<file path="src/rtl/store_merge_rmw.sv">
// Store path to the 64-bit data memory: doublewords write directly, byte/half/word run read-merge-write.
// Latency from accept: dword write in cycle 1; partial read in cycle 1, write in cycle 3.
// Backpressure: st_ready only in IDLE; misaligned requests are rejected with a one-cycle pulse.
module store_merge_rmw #(
    parameter int ADDR_W = 10
) (
    input  logic              clk,
    input  logic              rst_n,
    input  logic              st_valid,
    output logic              st_ready,
    input  logic [ADDR_W-1:0] st_addr,
    input  logic [63:0]       st_data,
    input  logic              byteword,
    input  logic              halfword,
    input  logic              word,
    output logic [ADDR_W-4:0] mem_addr,
    output logic              mem_re,
    input  logic [63:0]       mem_rdata,
    output logic              mem_we,
    output logic [63:0]       mem_wdata,
    output logic              done,
    output logic              misaligned
);

    typedef enum logic [1:0] {
        S_IDLE  = 2'd0,
        S_READ  = 2'd1,
        S_WAIT  = 2'd2,
        S_WRITE = 2'd3
    } state_t;

    state_t            state_q, state_d;
    logic [ADDR_W-4:0] mem_addr_q, mem_addr_d;
    logic [63:0]       wbuf_q, wbuf_d;
    logic [7:0]        mask_q, mask_d;
    logic              misaligned_q, misaligned_d;

    logic [2:0]        req_off;
    logic [7:0]        req_mask;
    logic              req_dword;
    logic              req_aligned;
    logic              accept;
    logic [63:0]       lane_bits;

    assign req_off = st_addr[2:0];
    assign accept  = st_valid & st_ready;

    // Size decode with word > half > byte > dword priority; mask is the byte lanes the store touches.
    always_comb begin
        req_mask    = 8'hFF;
        req_dword   = 1'b0;
        req_aligned = 1'b0;
        if (word) begin
            req_mask    = 8'h0F << req_off;
            req_aligned = (req_off[1:0] == 2'b00);
        end else if (halfword) begin
            req_mask    = 8'h03 << req_off;
            req_aligned = ~req_off[0];
        end else if (byteword) begin
            req_mask    = 8'h01 << req_off;
            req_aligned = 1'b1;
        end else begin
            req_mask    = 8'hFF;
            req_dword   = 1'b1;
            req_aligned = (req_off == 3'b000);
        end
    end

    always_comb begin
        lane_bits = '0;
        for (int i = 0; i < 8; i++) begin
            lane_bits[8*i +: 8] = {8{mask_q[i]}};
        end
    end

    always_comb begin
        state_d      = state_q;
        mem_addr_d   = mem_addr_q;
        wbuf_d       = wbuf_q;
        mask_d       = mask_q;
        misaligned_d = 1'b0;
        case (state_q)
            S_IDLE: begin
                if (accept) begin
                    if (!req_aligned) begin
                        misaligned_d = 1'b1;
                    end else begin
                        mem_addr_d = st_addr[ADDR_W-1:3];
                        mask_d     = req_mask;
                        if (req_dword) begin
                            wbuf_d  = st_data;
                            state_d = S_WRITE;
                        end else begin
                            // Pre-shift into lane position; bytes outside the mask are discarded at merge.
                            wbuf_d  = st_data << {req_off, 3'b000};
                            state_d = S_READ;
                        end
                    end
                end
            end
            S_READ: begin
                state_d = S_WAIT;
            end
            S_WAIT: begin
                wbuf_d  = (mem_rdata & ~lane_bits) | (wbuf_q & lane_bits);
                state_d = S_WRITE;
            end
            S_WRITE: begin
                state_d = S_IDLE;
            end
            default: begin
                state_d = S_IDLE;
            end
        endcase
    end

    always_ff @(posedge clk or negedge rst_n) begin
        if (!rst_n) begin
            state_q      <= S_IDLE;
            mem_addr_q   <= '0;
            wbuf_q       <= '0;
            mask_q       <= '0;
            misaligned_q <= 1'b0;
        end else begin
            state_q      <= state_d;
            mem_addr_q   <= mem_addr_d;
            wbuf_q       <= wbuf_d;
            mask_q       <= mask_d;
            misaligned_q <= misaligned_d;
        end
    end

    assign st_ready   = (state_q == S_IDLE);
    assign mem_re     = (state_q == S_READ);
    assign mem_we     = (state_q == S_WRITE);
    assign done       = (state_q == S_WRITE);
    assign mem_addr   = mem_addr_q;
    assign mem_wdata  = wbuf_q;
    assign misaligned = misaligned_q;

endmodule

</file>
<file path="config.mk">
export PLATFORM = sky130hd
export DESIGN_NAME = store_merge_rmw
export DESIGN_NICKNAME = d
export VERILOG_FILES = /design/src/rtl/store_merge_rmw.sv
export SDC_FILE = /design/constraint.sdc
export NUM_CORES = 1
export LEC_CHECK = 0
export CAP_MARGIN = 20
export CORE_ASPECT_RATIO = 0.6
export CORE_UTILIZATION = 47
export CTS_BUF_LIST = sky130_fd_sc_hd__clkbuf_16
export CTS_CLUSTER_DIAMETER = 120
export DETAILED_ROUTE_END_ITERATION = 12
export HOLD_SLACK_MARGIN = 0.05
export PLACE_DENSITY = 0.86
export SKIP_LAST_GASP = 1
export SLEW_MARGIN = 20
export SYNTH_ARGS = -nofsm -noshare
export SYNTH_HDL_FRONTEND = slang
export SYNTH_SLANG_ARGS = --single-unit
export TNS_END_PERCENT = 100
</file>
<file path="constraint.sdc">
create_clock -name clk -period 2.6 [get_ports clk]
set_input_delay 0.26 -clock clk [delete_from_list [all_inputs] [get_ports clk]]
set_output_delay 0.26 -clock clk [all_outputs]
set_load 0.03 [all_outputs]
</file>
### Yosys cells after proc, flatten, opt, wreduce, memory -nomap -nowiden

Cells that the tools add are included.

| cells by class | value |
|---|---|
| magnitude comparators | 0 |
| mux-type cells | 20 |
| multiply operators | 0 |
| div/mod/pow operators | 0 |
| eq/ne operators | 5 |
| shift operators | 4 |
| bitwise logic cells | 6 |
| reduce and logical (&&, ||, !) cells | 7 |
| add/subtract/negate cells | 0 |

Operators by type and width:

| cell | count |
|---|---|
| $mux 64 | 3 |
| $and 64x64->64 | 2 |
| $pmux 64 s2 | 1 |
| $not 64->64 | 1 |
| $or 64x64->64 | 1 |
| $shl 64x6->64 | 1 |
| $mux 8 | 3 |
| $mux 1 | 9 |
| $pmux 2 s4 | 1 |
| $shl 1x3->8 const A | 1 |
| $shl 2x3->8 const A | 1 |
| $shl 4x3->8 const A | 1 |
| $mux 2 | 3 |
| $reduce_and 3->1 | 2 |
| $eq 2x2->1 const B | 2 |
| $logic_not 2->1 | 2 |
| $ne 2x1->1 const B | 2 |
| $logic_not 3->1 | 1 |
| $eq 2x1->1 const B | 1 |
| $reduce_and 2->1 | 1 |
| $reduce_bool 2->1 | 1 |
| $and 1x1->1 | 1 |
| $not 1->1 | 1 |

| storage, ports and cells | value |
|---|---|
| register bits | 82 |
| memory bits (read-only) | 0 |
| logic and storage cells | 47 |
| output and inout port bits | 76 |
| bits in latches | 0 |
| memory bits (writable) | 0 |
| memories | 0 |

### Depth between registers and ports, before layout

| depth | value |
|---|---|
| depth after elaboration | 7 |
| gate-level depth with buffers | 11 |
| mapped depth without buffers | 7 |

### Worst setup path before layout

No wires, ideal clock.

| timing path | value |
|---|---|
| path kind | input to register |
| start | in st_addr[0] |
| end | reg (tool-made name) |
| library setup time | 0.070 ns |
| arrival time | 2.510 ns |
| stages | 9 |
| path buffers | 3 |
| path slack | 0.020 ns |
| cell sequence | clkbuf_1 -> inv_1 -> clkbuf_1 -> clkbuf_1 -> ha_1 -> nand2_2 -> a211o_1 -> or4_1 -> nand3_1 |

RTL lines:

| what | RTL line | RTL |
|---|---|---|
| start: declaration | 11 | `input logic [ADDR_W-1:0] st_addr,` |

### Final worst setup path

| timing path | value |
|---|---|
| start | reg state_q[1] |
| end | out st_ready |

| between the ends | value |
|---|---|
| word-level cells in the longest chain between the ends | 1 |

RTL lines:

| what | RTL line | RTL |
|---|---|---|
| start: declaration | 32 | `state_t state_q, state_d;` |
| start signal: assignment | 125 | `state_q <= state_d;` |
| $logic_not 2->1 | 133 | `assign st_ready = (state_q == S_IDLE);` |
| end: declaration | 10 | `output logic st_ready,` |

No other way between the ends.

==> impl.org <==
** Final layout
- Post-route non-filler standard cell count :: 1,176
- After filler insertion, the fill cell instance count of the layout stands at ~1,100.
- Final design utilization :: a little over two thirds
- Top library cells by usage in the layout, fill and taps aside :: 216 x clkdlybuf4s50_1, 129 x nand2_1, 82 x dfrtp_1
- Fraction of final layout cells with drive strength greater than 1 :: between 10% and 20%
- Most common cell after layout, fill and taps aside :: clkdlybuf4s50_1
- Layout Cell Area excl Fill :: just under 10,000 um^2
- In the final design database the tool counted about 1,100 nets.
- Relative to the synthesized area, the layout overhead comes to 43.3%.

** Clocking
- TritonCTS clock tree :: yes
- Clock tree sinks :: between 80 and 90
- Maximum clock insertion buffer count :: 2
- Clock root buffer :: clkbuf_16
- After clock tree synthesis, the clock-pin slew on the worst setup and hold paths is approximately 0.070 ns.
- TritonCTS created 9 clock buffers.
- Clock latency of the later-clocked register in the worst-skew pair :: about 0.35 ns
- H-tree depth :: 3

** Floorplanning
- Vertical extent of the die :: 94.6 um
- Placement row count :: 33
- Floorplan Core Area :: roughly 14,000 um^2
- Die boundary width :: ~160 um
- Die Footprint :: about 15,000 um^2
- Once the floorplan was initialized, standard cells occupied 48.7% of the core.
- Top-level I/O count :: 220

** Critical path
- Maximum single-stage delay on the critical path :: 0.72 ns
- Critical path startpoint :: state_q[1]
- Beginning of the worst register-to-register path :: state_q[1]
- The worst setup path is captured at an output port.
- The worst setup path is launched from a flip-flop.
- At the worst endpoint, the required time is around 2.3 ns.
- Along the worst path, the maximum fanout reaches 22.
- At the worst endpoint, the arrival time is approximately 2.2 ns.
- The critical path is of the reg2out type.
- Critical path cell sequence :: inv_1 -> ha_1 -> buf_4 -> clkdlybuf4s50_1
- The slowest stage of the critical path is the clkdlybuf4s50_1 cell.

** Placement
- Post-placement cell count :: about 1,200
- Count of port buffers added during placement :: 219
- Once placement finished, the instance area stood at ~9300 um^2.
- DPL Wire Length :: slightly above 20,000 um
- Prior to clock tree synthesis, the placed netlist has a worst setup slack of around 0.15 ns.
- Routability cong. :: roughly 1

** Timing
- The worst pin sits at a relative slew slack of about a third.
- Setup TNS :: 0 ns
- The count of final max-slew check failures is 0.
- Setup violations remaining at the end of the flow were counted as 0.
- The worst path meets setup with about 0.13 ns of slack.
- The tightest hold path in the finished design has a slack of ~0.40 ns.
- The worst path in the final design needs a cycle of approximately 2.5 ns, including I/O delays and setup.
- Hold violation count in the final report :: 0
- Transition time of the tightest slew-check pin :: about 1.0 ns
- Setup repair after global routing left no endpoint under its margin.
- Of the available clock period, the critical path in the final layout requires between 90% and 100%.
- For the final database, setup skew stands at approximately 0.008 ns.
- Static timing analysis puts the maximum clock frequency at between 400 and 500 MHz.

** Power and ir drop
- VDD sags by at most about 0.59 mV.
- The analysis attributes to cell leakage a power of slightly below 4 nW.
- Power spread over the standard cell area amounts to roughly 950 nW/um^2.
- Post-route total power :: a little over 9 mW

** Global route
- The via count of the first global-routing pass came to 7,304.
- Overall track demand over capacity in global routing :: a little under two fifths
- Pin count of the biggest net entering global routing :: ~70
- Global-route wire length before repair :: between 40,000 and 50,000 um
- The initial antenna violation count was 2.
- Global routing finished with a remaining overflow of 0.

** Synthesis
- The Yosys step of the flow raised 0 warnings.
- Dividing the synthesized area by the synthesized cell count gives between 8 and 9 um^2.
- Post-Syn Area :: 6710 um^2
- Synthesis produced a netlist with a net count of 922.
- After synthesis, flip-flops and latches occupy 30.6% of the total area.
- Cell variety after synth :: between 50 and 60
- Number of synthesized register bits :: 82
- Number of enable-type register cells in the synthesized netlist :: 0
- Fraction of registers with async set/reset :: 100%
- The most used flip-flop cell after synthesis is dfrtp_1.
- Synthesis handed over a netlist of 765 instances.

** Detailed routing
- Routed wire length per instance :: around 23 um
- Pre-antenna DRT Iters :: 7
- Vias per inst :: 6.54
- Drt total wl :: 27,600 um
- In this run the remaining antenna-violating nets after routing total 0.
- The detailed router placed ~7,700 vias in this run.
- Drt first-iter violations :: 1,085
- After detailed routing, the number of remaining DRC violations is 0.

** Min path
- Class of the most critical hold timing path :: in2async

** Flow run
- Maxcap violations :: 0

** Outcome
- Run status :: completed
[Yosys cell counts, types with 2 or more instances]
| cell | number | share of area (%) |
|---|---|---|
| a2111oi_4 | 3 | 1.2 |
| a211oi_1 | 11 | 1.2 |
| a211oi_4 | 2 | 0.60 |
| a21o_1 | 20 | 2.2 |
| a21oi_1 | 34 | 2.5 |
| a21oi_2 | 2 | 0.26 |
| a221o_1 | 16 | 2.4 |
| a221oi_1 | 2 | 0.26 |
| a222oi_1 | 15 | 2.2 |
| a22o_1 | 16 | 2.1 |
| a22oi_1 | 16 | 1.8 |
| a31o_2 | 7 | 0.91 |
| a31oi_1 | 9 | 0.84 |
| buf_1 | 5 | 0.28 |
| buf_2 | 20 | 1.5 |
| clkbuf_1 | 42 | 2.3 |
| dfrtp_1 | 82 | 31 |
| ha_1 | 13 | 2.4 |
| inv_1 | 9 | 0.50 |
| mux2_2 | 42 | 7.0 |
| mux2i_1 | 28 | 4.2 |
| mux4_2 | 14 | 4.7 |
| nand2_1 | 129 | 7.2 |
| nand2b_1 | 20 | 1.9 |
| nand3_1 | 25 | 1.9 |
| nand3b_1 | 15 | 1.7 |
| nand4_1 | 16 | 1.5 |
| nor2_1 | 33 | 1.8 |
| nor2b_1 | 9 | 0.84 |
| nor3_1 | 3 | 0.22 |
| nor3b_1 | 2 | 0.22 |
| nor4_1 | 7 | 0.65 |
| o211ai_1 | 2 | 0.22 |
| o21a_1 | 3 | 0.34 |
| o21ai_0 | 36 | 2.7 |
| o221ai_1 | 18 | 2.3 |
| o22ai_1 | 25 | 2.3 |
[worst paths after layout]
check / slack, ns / cells past startpoint / end
min in group clk: 0.45 / 3 / mem_addr[6]
max in group asynchronous: 1.56 / 3 / asynchronous set/reset pin
min: 0.40 / 2 / misaligned
min reg2reg: 0.46 / 2 / mem_addr[6]
max reg2reg: 0.23 / 6 / flip-flop
max: 0.13 / 4 / st_ready
[logic make-up after synthesis]
family                   share of synthesized area, %
AO/OA/AOI/OAI                                    27.6
adder cells (fa/ha/maj)                          2.42
buffers and inverters                            4.90
flip-flops                                       30.6
multiplexers                                     15.9
AND/OR/NAND/NOR                                  18.6
[metal layers]
metal	vias to the layer above	share of wire [%]	track usage, %
li1	3345	-	-
met5	-	0.043	0
met4	2	2.4	11.7
met2	598	41	55.1
met1	3673	42	51.9
met3	75	15	13.5
[power by group]
| group | switching (mW) | leakage, nW | internal [mW] | total, mW |
|---|---|---|---|---|
| Combinational | 2.97 | 2.70 | 2.38 | 5.35 |
| Clock | 0.603 | 0.149 | 0.764 | 1.37 |
| Sequential | 0.559 | 1.03 | 1.85 | 2.41 |
| Total | 4.13 | 3.89 | 5.00 | 9.13 |
[timing repair]
item / in CTS / in global routing
endpoints found under the setup margin: 0 / 1
buffers inserted: 0 / 0
hold buffers: 1 / 0
gates resized for setup: 0 / 1
endpoints found under the hold margin: 31 / 0
[cell type report]
type,count,area (um^2),share of cell area [%]
multi-input cells,605,4350,45.2
clock buffers,9,225,2.34
diodes,1,2.50,0.0260
well taps,192,240,2.50
inverters,9,33.8,0.351
clock inverters,7,83.8,0.871
flip-flops and latches,82,2050,21.3
repair buffers,271,2640,27.4
[worst max-delay path: cells and delay by family, from the launching register on]
kind                     cells  cell delay (ns)
flip-flops                   1             0.42
adder cells (fa/ha/maj)      1             0.30
buffers and inverters        3             1.13
(Power assumes the default switching activity.)
